## src/rtl/nrf_spi_xfer_pkg.sv

```systemverilog
// Shared types and constants for the nRF24L01+ SPI transaction engine.
// Command opcodes are provided for software-facing code and benches.
package nrf_spi_xfer_pkg;

   typedef enum logic [2:0] {
      StIdle,
      StCsnSetup,
      StLoad,
      StShift,
      StCsnHold,
      StGap
   } xfer_state_e;

   localparam logic [7:0] CmdRRegister  = 8'h00;
   localparam logic [7:0] CmdWRegister  = 8'h20;
   localparam logic [7:0] CmdRRxPayload = 8'h61;
   localparam logic [7:0] CmdWTxPayload = 8'hA0;
   localparam logic [7:0] CmdFlushTx    = 8'hE1;
   localparam logic [7:0] CmdFlushRx    = 8'hE2;
   localparam logic [7:0] CmdNop        = 8'hFF;

   function automatic logic [5:0] clamp_len(logic [5:0] len, int unsigned max_len);
      if (len > 6'(max_len)) return 6'(max_len);
      return len;
   endfunction

endpackage

```

## src/rtl/spi_byte_shifter.sv

```systemverilog
// One SPI mode-0 byte: SCK half-period divider, MSB-first TX/RX shift and byte_done pulse.
// Idle between bytes with SCK low; a new byte starts on load_i.
module spi_byte_shifter #(
   parameter int unsigned CLK_DIV = 4
) (
   input  logic       clk_i,
   input  logic       rst_ni,
   input  logic       load_i,
   input  logic [7:0] tx_byte_i,
   input  logic       miso_i,
   output logic       sck_o,
   output logic       mosi_o,
   output logic [7:0] rx_byte_o,
   output logic       byte_done_o
);

   localparam logic [7:0] DivLast = 8'(CLK_DIV - 1);

   logic       active_q, active_d;
   logic       sck_q, sck_d;
   logic       done_q, done_d;
   logic [7:0] div_q, div_d;
   logic [2:0] bit_q, bit_d;
   logic [7:0] tx_q, tx_d;
   logic [7:0] rx_sh_q, rx_sh_d;
   logic [7:0] rx_q, rx_d;

   always_comb begin
      active_d = active_q;
      sck_d    = sck_q;
      done_d   = 1'b0;
      div_d    = div_q;
      bit_d    = bit_q;
      tx_d     = tx_q;
      rx_sh_d  = rx_sh_q;
      rx_d     = rx_q;
      if (load_i) begin
         active_d = 1'b1;
         sck_d    = 1'b0;
         div_d    = 8'd0;
         bit_d    = 3'd0;
         tx_d     = tx_byte_i;
      end else if (active_q) begin
         if (div_q == DivLast) begin
            div_d = 8'd0;
            if (!sck_q) begin
               sck_d   = 1'b1;
               rx_sh_d = {rx_sh_q[6:0], miso_i};
            end else begin
               sck_d = 1'b0;
               if (bit_q == 3'd7) begin
                  // MOSI holds the last bit; the next load replaces it.
                  active_d = 1'b0;
                  done_d   = 1'b1;
                  rx_d     = rx_sh_q;
               end else begin
                  bit_d = bit_q + 3'd1;
                  tx_d  = {tx_q[6:0], 1'b0};
               end
            end
         end else begin
            div_d = div_q + 8'd1;
         end
      end
   end

   always_ff @(posedge clk_i or negedge rst_ni) begin
      if (!rst_ni) begin
         active_q <= 1'b0;
         sck_q    <= 1'b0;
         done_q   <= 1'b0;
         div_q    <= 8'd0;
         bit_q    <= 3'd0;
         tx_q     <= 8'd0;
         rx_sh_q  <= 8'd0;
         rx_q     <= 8'd0;
      end else begin
         active_q <= active_d;
         sck_q    <= sck_d;
         done_q   <= done_d;
         div_q    <= div_d;
         bit_q    <= bit_d;
         tx_q     <= tx_d;
         rx_sh_q  <= rx_sh_d;
         rx_q     <= rx_d;
      end
   end

   assign sck_o       = sck_q;
   assign mosi_o      = tx_q[7];
   assign rx_byte_o   = rx_q;
   assign byte_done_o = done_q;

endmodule

```

## src/rtl/nrf_spi_xfer.sv

```systemverilog
// nRF24L01+ SPI transaction engine: CSN-framed multi-byte transfer with TX/RX streaming,
// plus IRQ synchroniser and CE register.
module nrf_spi_xfer
   import nrf_spi_xfer_pkg::*;
#(
   parameter int unsigned CLK_DIV      = 4,
   parameter int unsigned CSN_HIGH_MIN = 4,
   parameter int unsigned MAX_LEN      = 33
) (
   input  logic       clk_clk,
   input  logic       reset_reset_n,
   input  logic       start,
   input  logic [5:0] len,
   input  logic [7:0] tx_data,
   input  logic       tx_valid,
   output logic       tx_ready,
   output logic [7:0] rx_data,
   output logic       rx_valid,
   output logic       busy,
   output logic       done,
   input  logic       ce_in,
   output logic       nrf_ce,
   output logic       nrf_csn,
   output logic       nrf_sck,
   output logic       nrf_mosi,
   input  logic       nrf_miso,
   input  logic       nrf_irq,
   output logic       irq_n_sync
);

   localparam logic [7:0] DivLast = 8'(CLK_DIV - 1);
   localparam logic [7:0] GapLast = 8'(CSN_HIGH_MIN - 1);

   xfer_state_e state_q, state_d;
   logic [7:0]  cnt_q, cnt_d;
   logic [5:0]  len_q, len_d;
   logic [5:0]  byte_cnt_q, byte_cnt_d;
   logic        csn_q, csn_d;
   logic        done_q, done_d;
   logic        ce_q;
   logic        irq_meta_q, irq_sync_q;
   logic        load;
   logic        byte_done;

   always_comb begin
      state_d    = state_q;
      cnt_d      = cnt_q;
      len_d      = len_q;
      byte_cnt_d = byte_cnt_q;
      done_d     = 1'b0;
      tx_ready   = 1'b0;
      load       = 1'b0;
      unique case (state_q)
         StIdle: begin
            if (start && (len != 6'd0)) begin
               len_d      = clamp_len(len, MAX_LEN);
               byte_cnt_d = 6'd0;
               cnt_d      = 8'd0;
               state_d    = StCsnSetup;
            end
         end
         StCsnSetup: begin
            if (cnt_q == DivLast) begin
               cnt_d   = 8'd0;
               state_d = StLoad;
            end else begin
               cnt_d = cnt_q + 8'd1;
            end
         end
         StLoad: begin
            tx_ready = 1'b1;
            if (tx_valid) begin
               load    = 1'b1;
               state_d = StShift;
            end
         end
         StShift: begin
            if (byte_done) begin
               byte_cnt_d = byte_cnt_q + 6'd1;
               if (byte_cnt_d == len_q) begin
                  cnt_d   = 8'd0;
                  state_d = StCsnHold;
               end else begin
                  state_d = StLoad;
               end
            end
         end
         StCsnHold: begin
            if (cnt_q == DivLast) begin
               cnt_d   = 8'd0;
               done_d  = 1'b1;
               state_d = StGap;
            end else begin
               cnt_d = cnt_q + 8'd1;
            end
         end
         StGap: begin
            if (cnt_q == GapLast) begin
               cnt_d   = 8'd0;
               state_d = StIdle;
            end else begin
               cnt_d = cnt_q + 8'd1;
            end
         end
         default: state_d = StIdle;
      endcase
      // CSN is registered from the next state so the pin never sees decode glitches.
      csn_d = (state_d == StIdle) || (state_d == StGap);
   end

   always_ff @(posedge clk_clk or negedge reset_reset_n) begin
      if (!reset_reset_n) begin
         state_q    <= StIdle;
         cnt_q      <= 8'd0;
         len_q      <= 6'd0;
         byte_cnt_q <= 6'd0;
         csn_q      <= 1'b1;
         done_q     <= 1'b0;
         ce_q       <= 1'b0;
         irq_meta_q <= 1'b1;
         irq_sync_q <= 1'b1;
      end else begin
         state_q    <= state_d;
         cnt_q      <= cnt_d;
         len_q      <= len_d;
         byte_cnt_q <= byte_cnt_d;
         csn_q      <= csn_d;
         done_q     <= done_d;
         ce_q       <= ce_in;
         irq_meta_q <= nrf_irq;
         irq_sync_q <= irq_meta_q;
      end
   end

   spi_byte_shifter #(
      .CLK_DIV(CLK_DIV)
   ) u_shifter (
      .clk_i      (clk_clk),
      .rst_ni     (reset_reset_n),
      .load_i     (load),
      .tx_byte_i  (tx_data),
      .miso_i     (nrf_miso),
      .sck_o      (nrf_sck),
      .mosi_o     (nrf_mosi),
      .rx_byte_o  (rx_data),
      .byte_done_o(byte_done)
   );

   assign rx_valid   = byte_done;
   assign busy       = (state_q != StIdle) && (state_q != StGap);
   assign done       = done_q;
   assign nrf_csn    = csn_q;
   assign nrf_ce     = ce_q;
   assign irq_n_sync = irq_sync_q;

endmodule
```

## config.mk

```make
export PLATFORM = sky130hd
export DESIGN_NAME = nrf_spi_xfer
export DESIGN_NICKNAME = d
export VERILOG_FILES = /design/src/rtl/nrf_spi_xfer_pkg.sv /design/src/rtl/spi_byte_shifter.sv /design/src/rtl/nrf_spi_xfer.sv
export SDC_FILE = /design/constraint.sdc
export NUM_CORES = 1
export LEC_CHECK = 0
export CAP_MARGIN = 40
export CELL_PAD_IN_SITES_DETAIL_PLACEMENT = 1
export CELL_PAD_IN_SITES_GLOBAL_PLACEMENT = 2
export CORE_MARGIN = 8
export CORE_UTILIZATION = 39
export DETAILED_ROUTE_END_ITERATION = 16
export PLACE_DENSITY = 0.87
export SLEW_MARGIN = 20
export SYNTH_ARGS = -nofsm -noshare
export SYNTH_HDL_FRONTEND = slang
export SYNTH_SLANG_ARGS = --single-unit
```

## constraint.sdc

```tcl
create_clock -name clk_clk -period 5.45 [get_ports clk_clk]
set_input_delay 1.09 -clock clk_clk [delete_from_list [all_inputs] [get_ports clk_clk]]
set_output_delay 1.09 -clock clk_clk [all_outputs]
set_load 0.1 [all_outputs]
```

* Word level (Yosys, flattened, before mapping) *
Index checks and enable logic that the tools add are counted.

operators by class
  add/subtract/negate cells = 4
  $lt $le $gt $ge = 1
  equality and inequality tests = 15
  muxes and demuxes = 53
  bitwise logic cells = 2
  reduce and logical (&&, ||, !) cells = 20

operators by type and width
  cell                                                             number
  8-bit 2-to-1 mux                                                 12
  3-bit 2-to-1 mux                                                 12
  6-bit 2-to-1 mux                                                 4
  8-bit case mux with 3 select lines                               1
  1-bit 2-to-1 mux                                                 22
  3-bit case mux with 6 select lines                               1
  8-bit by 1-bit adder with 8-bit output, second input constant    2
  8-bit by 2-bit == test with 1-bit output, second input constant  2
  3-bit == test, second input constant                             4
  6-bit case mux with 2 select lines                               1
  4-bit AND reduction                                              3
  2-bit nonzero test                                               4
  6-bit by 1-bit adder with 6-bit output, second input constant    1
  3-bit by 2-bit == test with 1-bit output, second input constant  2
  6-bit == test                                                    1
  6-bit greater-than comparator, second input constant             1
  3-bit logical NOT                                                2
  2-bit inequality test, second input constant                     3
  3-bit nonzero test                                               2
  6-bit nonzero test                                               1
  5-bit AND reduction                                              1
  2-bit AND reduction                                              2
  3-bit by 1-bit adder with 3-bit output, second input constant    1
  3-bit by 1-bit == test with 1-bit output, second input constant  1
  7 further kinds                                                  9

word-level totals
  register bits = 66
  input port bits = 21
  output and inout port bits = 17
  word-level logic and storage cells = 112

* Logic depth before layout (Yosys ltp) *
  word-level depth = 7
  depth in mapped cells = 7
  depth with buffers taken out = 6

* By module *
Synthesis repeated with hierarchy kept, for this count alone.

second synthesis, totals
  cell total of the unflattened synthesis = 299
  area total of the unflattened synthesis = 3,347.0 µm²

modules (own cells, without submodules)
  module            times used  cells an instance  area each (µm²)  sequential area each (µm²)
  spi_byte_shifter  1           147                1,809.2          950.9
  nrf_spi_xfer      1           152                1,537.7          704.4

* Least setup slack after synthesis *
OpenSTA, ideal clock, no wires.

  path kind = register to register
  start point = reg state_q[2]
  end point = reg u_shifter.tx_q[7]
  setup time = 0.136 ns
  arrival = 3.893 ns
  data required time = 5.314 ns
  setup slack = 1.420 ns
  stages on the path, launching flop included = 8
  path buffers = 3
  path through = dfrtp_1 -> nor3b_1 -> and2_1 -> clkbuf_1 -> buf_4 -> buf_4 -> mux2i_1 -> o21ai_0

between the ends
  longest elaborated chain between the ends = 4
  elaborated cells between the ends (all ways) = 8

RTL lines
  what                                                                                 RTL line                text
  start: declaration                                                                   nrf_spi_xfer.sv:34      xfer_state_e state_q, state_d;
  start signal: assignment                                                             nrf_spi_xfer.sv:113     state_q <= StIdle;
  start signal: assignment                                                             nrf_spi_xfer.sv:123     state_q <= state_d;
  3-bit by 2-bit == test with 1-bit output (*)                                         nrf_spi_xfer.sv:53      unique case (state_q)
  1-bit 2-to-1 mux (*)                                                                 nrf_spi_xfer.sv:53
  2-bit inequality test (no source line) / 2-bit nonzero test (equally long branches)  n/a
  4-bit AND reduction (no source line)                                                 n/a
  end signal: assignment                                                               spi_byte_shifter.sv:83  tx_q <= tx_d;
  end: declaration                                                                     spi_byte_shifter.sv:24  logic [7:0] tx_q, tx_d;

Mark *: on every way between the ends. The rest lies on a longest branch, timed or not.
A chain may end at the register's enable or synchronous reset.

* Final worst setup path *
  start point = reg state_q[2]
  end point = out tx_ready

between the ends
  longest elaborated chain between the ends = 2

RTL lines
  what                                      RTL line            text
  3-bit by 2-bit == test with 1-bit output  nrf_spi_xfer.sv:53
  1-bit 2-to-1 mux                          nrf_spi_xfer.sv:53
  end: declaration                          nrf_spi_xfer.sv:16  output logic tx_ready,

No other way between the ends.

==> results_dict.tcl <==
set metrics [dict create \
    cts_tree "yes" \
    drive_above_1_share 0.2079 \
    synth_area_leader_cell "dfrtp_1" \
    drv_slew 0 \
    synth_area_mm2 0.003189 \
    yosys.cell_types.count 47 \
    nFillCells 848 \
    grt_max_degree 56 \
    clk_pin_slew_ps 80 \
    dieArea_mm2 0.01133 \
    antenna_left 0 \
    ys_seq_area_frac 0.5190 \
    start_util 0.3961 \
    numClockSinks 66 \
    worstMarginPinSlew_ps 716.1 \
    p_per_area_mw_per_mm2 465.5 \
    hold_path_class "reg -> reg" \
    drv_cap 0 \
    holdBufCountCts 0 \
    port_buffers 37 \
    synth_top_area_share 0.4943 \
    synth_fp_nets 316 \
    place_congestion 0.7340 \
    multi_input_area_mm2 0.001473 \
    hold_depth 0 \
    die_x_um 106.4 \
    leakagePower_nw 1.881 \
    reg2reg_depth 5 \
    async_reset_ff_frac 1.000 \
    viasPerCell 5.156 \
    irDropWorstVdd_mv 0.3566 \
    dr_total_vias 2377 \
    h-tree-depth 3 \
    ys_ff_latch 66 \
    layout_min_cycle_time_ps 3397 \
    grt_first_pass_wirelength_um 13470 \
    cp-start-kind "flip-flop" \
    synth_ff_type "dfrtp_1" \
    worstPathArrival_ps 2310 \
    seqCellArea_mm2 0.001655 \
    clock_path_buffers 2 \
    fmax_mhz 294.3 \
    cp_slowest_cell "clkdlybuf4s50_1" \
    area_growth_pct 32.52 \
    drtPass1Iterations 4 \
    yosys-top-cells-count "dfrtp_1, nand2_1, o21ai_0" \
    p_int_mw 1.183 \
    power_switching_share 0.3989 \
    avgSynthCellArea_um2 11.00 \
    grt_pass1_vias 2689 \
    drtIter0Drc 71 \
    switchingPower_mw 0.7848 \
    finClkSkew_ps 6.802 \
    seqPwrFrac 0.390 \
    setup_tns_ps 0 \
    period_share 0.6234 \
    synth_edf_count 0 \
    core_area_mm2 0.008051 \
    antenna_found_initial 0 \
    drt-total-wl_um 7554 \
    fin_ws_ps 2053 \
    hold_violations 0 \
    slew_headroom 0.5208 \
    critical_path.max_stage_delay_ps 660 \
    critPathKind "reg -> out" \
    cts-root-buf "clkbuf_8" \
    yosys_warnings 0 \
    layout.nets 377 \
    num_rows 33 \
    numCtsBuffers 9 \
    synth_most_common_cell "dfrtp_1" \
    rsz0062_at_grt "false" \
    die_h_um 106.4 \
    insertion_delay_ps 350 \
    path_cells "nor3b_1 -> clkdlybuf4s50_1 -> buf_16" \
    ios 38 \
    wl_per_cell_um 16.39 \
    setup_viol 0 \
    required_ps 4360 \
    grt_usage 0.1481 \
    diodes 0 \
    place_hpwl_um 5614 \
    status "complete, no violations" \
    endpoint_kind "output port" \
    cts_setup_buffers 0 \
    synthCells 290 \
    synth.area.top_cells "dfrtp_1, mux2_2, o21ai_0, nand2_1, xor2_1" \
    combPwrFrac 0.395 \
    cp_max_fo 23 \
    overflow 0 \
    drcViolationCount 0 \
    dp_slack_ps 2160 \
    ctsResizeCount 0 \
    clkPwrFrac 0.215 \
]
[critical path, delay by kind of cell (launching register included)]
family	cells	cell delay, ps
DFF	1	610
buffers and inverters	2	850
and+or+nand+nor	1	500
[power groups by stage]
stage / Sequential, mW / Clock [mW] / Combinational, mW
after CTS: 0.771 / 0.435 / 0.792
after global placement: 0.773 / 0 / 0.664
after detailed placement: 0.779 / 0 / 0.790
after global routing: 0.793 / 0.454 / 0.868
after floorplan: 0.793 / 0 / 0.486
final: 0.768 / 0.423 / 0.777
[worst paths after layout]
path                               start                endpoint  slack (ps)
max reg2reg                   state_q[2]  u_shifter.rx_byte_o[1]        2960
max in group asynchronous  reset_reset_n              irq_n_sync        4210
min reg2reg                   irq_meta_q              irq_n_sync         370
max                           state_q[2]                tx_ready        2050
min in group asynchronous  reset_reset_n                cnt_q[2]         670
min                           irq_meta_q              irq_n_sync         370
[per-stage QoR]
stage | total power [mW] | hold slack (ps) | instances | cell area [um^2] | util
floorplan | 1.279 | 345.2 | 290 | 3189 | -
global placement | 1.438 | 345.9 | 424 | 3655 | 0.4539
detailed placement | 1.570 | 354.6 | 445 | 4025 | 0.4999
CTS | 1.998 | 375.0 | 461 | 4227 | 0.5249
global route | 2.115 | 376.2 | 461 | 4227 | 0.5249
finish | 1.967 | 372.1 | 461 | 4227 | 0.5249
[layout by cell type, fill, tap and decap left out, types with 2 or more instances in the layout]
master	netlist	final
a21o_1	2	2
a21oi_1	5	5
a22o_1	4	4
a22oi_1	7	7
and2_1	2	2
and3_1	3	3
and3_2	2	2
buf_16	0	6
buf_2	1	3
buf_4	2	2
buf_8	0	13
clkbuf_8	0	9
clkdlybuf4s50_1	0	36
clkinv_4	0	2
dfrtp_1	63	63
dfstp_2	3	3
ha_1	5	5
inv_1	4	4
inv_6	0	2
mux2_2	17	17
mux2i_1	9	9
nand2_1	36	36
nand3_1	7	7
nand3b_1	5	5
nor2_1	20	20
nor3_1	4	4
nor3_4	2	2
nor4_4	2	2
o21ai_0	31	31
o21bai_1	2	2
o31ai_1	3	3
or4_1	2	2
xnor2_1	8	8
xor2_1	14	14
[cell families after synthesis]
kind of cell,share of synthesized area
buffers and inverters,0.01922
DFF,0.5190
adders and majority gates,0.01962
muxes,0.08827
and+or+nand+nor,0.1652
xor gates and xnor gates,0.06042
AOI/OAI and AO/OA,0.1283
[registers in the layout (all words and copies together), names as in the netlist, 3 cells and up]
| register | count |
|---|---|
| byte_cnt_q | 6 |
| cnt_q | 8 |
| len_q | 6 |
| state_q | 3 |
| u_shifter.bit_q | 3 |
| u_shifter.div_q | 8 |
| u_shifter.rx_byte_o | 8 |
| u_shifter.rx_sh_q | 8 |
| u_shifter.tx_q | 8 |
[metal layers]
| layer | GRT usage | routed length [um] | vias to the layer above |
|---|---|---|---|
| li1 | - | - | 1150 |
| met1 | 0.1703 | 3261 | 1186 |
| met3 | 0.04719 | 290 | 9 |
| met5 | 0 | 0 | - |
| met4 | 0.04523 | 74 | 0 |
| met2 | 0.2565 | 3926 | 32 |
[cell type report]
cell class,count,share of cell area
inverter,4,0.003552
sequential,66,0.3917
tap,105,0.03108
timing repair buffer,60,0.1776
multi-input combinational,210,0.3484
clock inverter,7,0.01835
clock buffer,9,0.02931
Note: power is estimated with default switching activity, not from simulation.
